$ cat config.mk
export PLATFORM = sky130hd
export DESIGN_NAME = psr_conf_n
export DESIGN_NICKNAME = d
export VERILOG_FILES = /design/src/rtl/psr_conf_n.sv
export SDC_FILE = /design/constraint.sdc
export NUM_CORES = 1
export LEC_CHECK = 0
export CAP_MARGIN = 5
export CORE_MARGIN = 2
export CORE_UTILIZATION = 42
export CTS_CLUSTER_SIZE = 20
export DETAILED_ROUTE_END_ITERATION = 12
export GPL_ROUTABILITY_DRIVEN = 0
export HOLD_SLACK_MARGIN = 0.08
export MAX_ROUTING_LAYER = met4
export PLACE_DENSITY = 0.63
export SLEW_MARGIN = 40
export SYNTH_ARGS = -nofsm -noshare
export SYNTH_HDL_FRONTEND = slang
export SYNTH_SLANG_ARGS = --single-unit
$ cat constraint.sdc
create_clock -name clk -period 3.2 [get_ports clk]
set_clock_uncertainty 0.2 [all_clocks]
set_input_delay 0.48 -clock clk [delete_from_list [all_inputs] [get_ports clk]]
set_output_delay 0.48 -clock clk [all_outputs]
set_load 0.05 [all_outputs]
$ cat src/rtl/psr_conf_n.sv
// N-input pulse confluence buffer: merges single-cycle channel pulses onto one
// line after a fixed latency, either flagging or serialising too-close pulses.
module psr_conf_n #(
    parameter int N      = 2,
    parameter int DELAY  = 15,
    parameter int T_SEP  = 10,
    parameter int MODE   = 0,
    parameter int PEND_W = 4,
    parameter int CNT_W  = 16
) (
    input  logic              clk,
    input  logic              rst_n,
    input  logic [N-1:0]      in,
    output logic              out,
    output logic              out_err,
    output logic              viol,
    output logic [N-1:0]      viol_mask,
    output logic [CNT_W-1:0]  viol_cnt,
    output logic [PEND_W-1:0] pend,
    output logic              overflow
);

    localparam int K_W   = $clog2(N + 1);
    localparam int SEP_W = (T_SEP > 1) ? $clog2(T_SEP) : 1;
    localparam int SUM_W = ((PEND_W > K_W) ? PEND_W : K_W) + 1;
    localparam int PMAX  = (1 << PEND_W) - 1;

    function automatic logic [K_W-1:0] popcount(input logic [N-1:0] v);
        logic [K_W-1:0] c;
        c = '0;
        for (int i = 0; i < N; i++) begin
            c = c + K_W'(v[i]);
        end
        return c;
    endfunction

    logic [DELAY-1:0]  dlp_q, dlp_d;
    logic [DELAY-1:0]  dle_q, dle_d;
    logic [SEP_W-1:0]  sep_q, sep_d;
    logic [PEND_W-1:0] pend_q, pend_d;
    logic              viol_q, viol_d;
    logic [N-1:0]      mask_q, mask_d;
    logic [CNT_W-1:0]  cnt_q, cnt_d;
    logic              ovf_q, ovf_d;

    logic [K_W-1:0]    k_s;
    logic              sep_open_s;
    logic              issue_s;
    logic              err_s;
    logic              bad_s;
    logic [SUM_W-1:0]  sum_s;
    logic [SUM_W-1:0]  rem_s;

    // Issue decision, pending bookkeeping, separation window and delay line advance
    always_comb begin
        k_s        = popcount(in);
        sep_open_s = (sep_q != '0);
        issue_s    = 1'b0;
        err_s      = 1'b0;
        bad_s      = 1'b0;
        sum_s      = '0;
        rem_s      = '0;
        pend_d     = '0;
        ovf_d      = 1'b0;

        if (MODE == 0) begin
            issue_s = (k_s != '0);
            err_s   = issue_s && ((k_s > K_W'(1)) || sep_open_s);
            bad_s   = err_s;
        end else begin
            sum_s   = SUM_W'(pend_q) + SUM_W'(k_s);
            issue_s = (sum_s != '0) && !sep_open_s;
            rem_s   = sum_s - SUM_W'(issue_s);
            // Anything beyond the counter's range is dropped and reported
            if (rem_s > SUM_W'(PMAX)) begin
                pend_d = PEND_W'(PMAX);
                ovf_d  = 1'b1;
                bad_s  = 1'b1;
            end else begin
                pend_d = rem_s[PEND_W-1:0];
                ovf_d  = ovf_q;
                bad_s  = 1'b0;
            end
        end

        if (issue_s) begin
            sep_d = SEP_W'(T_SEP - 1);
        end else if (sep_open_s) begin
            sep_d = sep_q - SEP_W'(1);
        end else begin
            sep_d = sep_q;
        end

        dlp_d[0] = issue_s;
        dle_d[0] = err_s;
        for (int i = 1; i < DELAY; i++) begin
            dlp_d[i] = dlp_q[i-1];
            dle_d[i] = dle_q[i-1];
        end

        viol_d = bad_s;
        if (bad_s) begin
            mask_d = in;
        end else begin
            mask_d = mask_q;
        end
        if (bad_s && (cnt_q != {CNT_W{1'b1}})) begin
            cnt_d = cnt_q + CNT_W'(1);
        end else begin
            cnt_d = cnt_q;
        end
    end

    // State registers with synchronous active-low reset discarding in-flight pulses
    always_ff @(posedge clk) begin
        if (!rst_n) begin
            dlp_q  <= '0;
            dle_q  <= '0;
            sep_q  <= '0;
            pend_q <= '0;
            viol_q <= 1'b0;
            mask_q <= '0;
            cnt_q  <= '0;
            ovf_q  <= 1'b0;
        end else begin
            dlp_q  <= dlp_d;
            dle_q  <= dle_d;
            sep_q  <= sep_d;
            pend_q <= pend_d;
            viol_q <= viol_d;
            mask_q <= mask_d;
            cnt_q  <= cnt_d;
            ovf_q  <= ovf_d;
        end
    end

    assign out       = dlp_q[DELAY-1];
    assign out_err   = dle_q[DELAY-1];
    assign viol      = viol_q;
    assign viol_mask = mask_q;
    assign viol_cnt  = cnt_q;
    assign pend      = pend_q;
    assign overflow  = ovf_q;

endmodule
# ---- Word level (Yosys, flattened, before mapping)
# Cells that the tools add are included.
dict set report totals {
  register_bits 53
  output_inout_bits 26
  wordCells 22
}
dict set report classes {
  eq_ne 1
  n_reduce_logical 7
  addsub 3
  mux 2
  n_bitwise 1
  magnitude_cmp 1
}
# op n
set ops {}
lappend ops {{$add A16 B1 Y16 const B} 1}
lappend ops {{$ne A16 B16 Y1 const B} 1}
lappend ops {{$mux W4} 2}
lappend ops {{$reduce_bool A2 Y1} 2}
lappend ops {{$reduce_bool A4 Y1} 1}
lappend ops {{$sub A4 B1 Y4 const B} 1}
lappend ops {{$add A1 B1 Y2} 1}
lappend ops {{$gt A2 B1 Y1 const B} 1}
lappend ops {{$logic_and A1 B1 Y1} 2}
lappend ops {{$reduce_or A2 Y1} 1}
lappend ops {{$logic_or A1 B1 Y1} 1}
lappend ops {{$not A1 Y1} 1}

# ---- Longest topological paths before layout
dict set report depth {
  ltp_word 5
  ltp_mapped 8
}

# ---- Worst setup path before layout
# Ideal clock, no wire load.
dict set report synth_path {
  path_type {register to register}
  from {register cnt_q[0], in the netlist viol_cnt[0]}
  to {register cnt_q[9], in the netlist viol_cnt[9]}
  t_arrival_ps 1965
  required_time_ps 2885
  path_buffers 1
  stages_incl_launch_ff 7
  setup_time_ps 115
  path_slack_ps 921
  cell_sequence {dfxtp_1 > ha_1 > nand4_1 > nor4_4 > buf_4 > nor4_1 > o21a_1}
}
dict set report synth_between {
  elab_chain_len 2
}
# item line
set synth_lines {}
lappend synth_lines {{start: declaration} 43} ;# logic [CNT_W-1:0] cnt_q, cnt_d;
lappend synth_lines {{start signal: assignment} 132} ;# cnt_q <= cnt_d;
lappend synth_lines {{branches (longest 2 deep; another with $add A16 B1 Y16)} -}
# Parallel ways; which one is timed is not known.
# A chain may end at the register's enable or synchronous reset.

# ---- Final worst setup path
dict set report layout_path {
  from {register cnt_q[4], in the netlist viol_cnt[4]}
  to {output port viol_cnt[4]}
}
# item line
set layout_rtl {}
lappend layout_rtl {{end: declaration} 18} ;# output logic [CNT_W-1:0] viol_cnt,
# No word-level cell between the ends.

==> impl_metrics.toml <==
[worst_setup_path]
worst_path_dominant_cell_family = "buffers and inverters"
worst_path_largest_cell_delay_ns = 0.87
crit_slowest_cell = "clkdlybuf4s50_1"
path_buf_inv = 1
end_kind = "output pin"
rr_worst_depth = 6
critPathKind = "reg -> out"
path_depth = 1
crit_chain = "clkdlybuf4s50_1"
critPathLaunchType = "flop"
critPathArrivalTime_ns = 1.67
required_ns = 2.52
critPathMaxFanout = 10

[grt]
antenna_found_initial = 0
grt_max_degree = 34
grt_overflow = 0
gr-usage-all-layers_pct = 15.8
grt_pass1_vias = 1389
grt_pass1_wl_um = 6490

[detailed_routing]
vias_per_cell = 5.10
dr.pass1.iters = 4
wl_per_cell_um = 12.5
wl_um = 3680
num_vias = 1504
ant_nets = 0
drc = 0
drt_first_iter_violations = 53

[placed_design]
port_buffers = 24
place_ws_ns = 0.606
dpl.cell_count = 287
dpl_cell_area_um2 = 2290
place_hpwl_um = 2460

[clock_network]
cts_setup_buffers = 0
clock_path_buffers = 2
ctsHtreeMaxLevel = 2
cts_resized = 0
cts_sinks = 52
path_clk_slew_ns = 0.09
root_buffer = "clkbuf_8"
cts_inserted_buffers = 5
clock_latency_ns = 0.29
cts_tree = "done"
ctsHoldBuffers = 0

[yosys]
synth_cells = 205
synth_simple_gate_area_share_pct = 28.8
synthArstFlopShare_pct = 0
synth_top_family_by_area = "simple AND/OR/NAND/NOR gates"
yosysSeqAreaShare_pct = 50.8
synthAdderAreaFrac_pct = 1.22
synth_top_area_cell = "dfxtp_1"
avgSynthCellArea_um2 = 9.99
synth_ff_type = "dfxtp_1"
synthTopCellsByCount = "52 x dfxtp_1, 29 x and2_1, 18 x a21oi_1, 12 x or4_1, 9 x o31ai_1"
synth_compound_area_share_pct = 12.1
yosys-top-cells-area = "dfxtp_1 51%, and2_1 8.9%, a21oi_1 4.4%"
synth.most_common_cell = "dfxtp_1"
yosys_warnings = 0
synth.cell_area_um2 = 2050
yosys-mux-area-fraction_pct = 0.489
ys_ff_latch = 52
synth_xor_area_share_pct = 0.428
synth-edff-count = 0
ys_types = 40
synth_top_cell_area_share_pct = 50.8

[floorplanning]
num_rows = 25
pin_count = 30
dieHeight_um = 73.8
dieWidth_um = 73.8
die_area_um2 = 5450
core_area_um2 = 4720
initial_core_util_pct = 43.4

[power]
p_per_area_nw_per_um2 = 489
p_seq_share_pct = 57.4
p_int_mw = 0.874
power.switching_mw = 0.294
vdd_drop_max_mv = 0.306
power_frac_clock_pct = 32.9
p_leak_nw = 0.859
power_frac_comb_pct = 9.7
swShare_pct = 25.2

[finish]
drive_above_1_share_pct = 7.46
diodes = 0
finalNetCount = 233
area_growth_pct = 16.6
final_cell_area_um2 = 2390
fin_util_pct = 50.6
layoutNonFillerInstCount = 295

[sta]
slew_headroom_pct = 54.2
maxSlewViolCount = 0
fin_setup_tns_ns = 0
max_freq_ghz = 0.425
worst_slack_ns = 0.845
tightest_slew_ns = 0.681
final-setup-viol-count = 0
post-route-period-util_pct = 73.6
hold_viol_final = 0
post-route-min-period_ns = 2.35
rsz0062_at_grt = "no"

[outcome]
outcome = "completed"

[run]
max-cap-violations = 0

[hold_path]
whs_path_depth = 1
min_path_type = "reg -> reg"
[power by group through the flow]
| stage | Combinational [mW] | Sequential (mW) | Clock [mW] |
|---|---|---|---|
| after global routing | 0.124 | 0.674 | 0.427 |
| after global placement | 0.112 | 0.687 | 0 |
| final | 0.113 | 0.671 | 0.384 |
| after floorplan | 0.0760 | 0.707 | 0 |
| after CTS | 0.114 | 0.672 | 0.398 |
| after detailed placement | 0.114 | 0.687 | 0 |
[cell type report]
cell class	instances	area, µm²
clock buffer	6	82.6
clock inverter	2	13.8
fill	434	2330
inverter	5	18.8
multi-input combinational	138	901
sequential	52	1040
tap	67	83.8
timing repair buffer	25	248
[placed cells by master, fill, tap and decap left out, types with 2 or more instances in the layout]
cell type and count:
o41ai_1 2, inv_1 4, o21a_1 2, conb_1 5
or3_1 2, nor2_1 5, nand3_1 8, ha_1 2
o31ai_1 9, nor3_1 4, and2_1 29, or4b_4 2
nand2_1 8, and4_1 2, dfxtp_1 52, nand2b_1 2
a21oi_1 18, or4_1 12, and3_1 2, o31a_1 2
clkbuf_8 6, o21ai_1 2, clkdlybuf4s50_1 24, nand4_1 6
nor4_1 2
[state kept, by name, summed over array words and instances, names as in the netlist]
signal	count
viol_cnt	16
viol_mask	2
dlp_q	15
sep_q	4
dle_q	15
[kinds of logic after synthesis]
logic type | count (synthesis)
buf+inv | 19
other cells | 1
flops | 52
fa+ha+maj | 2
simple gates | 90
mux | 1
xor+xnor | 1
compound gates | 39
[path summary, 6_finish.rpt]
check | start | to | slack, ns
worst max-delay path | viol_cnt[4] | viol_cnt[4] | 0.85
worst min-delay path | dle_q[8] | dle_q[9] | 0.24
worst max register to register | sep_q[0] | viol_cnt[10] | 0.93
worst min register to register | dle_q[8] | dle_q[9] | 0.24
[metrics by stage]
stage,hold WS (ns),power (mW)
2_1_floorplan,0.212,0.783
3_3_place_gp,0.214,0.799
3_5_place_dp,0.219,0.801
4_1_cts,0.241,1.18
5_1_grt,0.252,1.23
6_report,0.238,1.17
[metal layers]
| layer | vias to the layer above | global-route usage, % | routed length (µm) |
|---|---|---|---|
| met4 | 0 | 3.03 | 17 |
| met3 | 2 | 4.80 | 143 |
| met5 | - | - | 0 |
| met1 | 697 | 20.0 | 1780 |
| met2 | 27 | 25.1 | 1740 |
| li1 | 778 | - | - |
No activity file was read; power rests on OpenSTA's default activity.
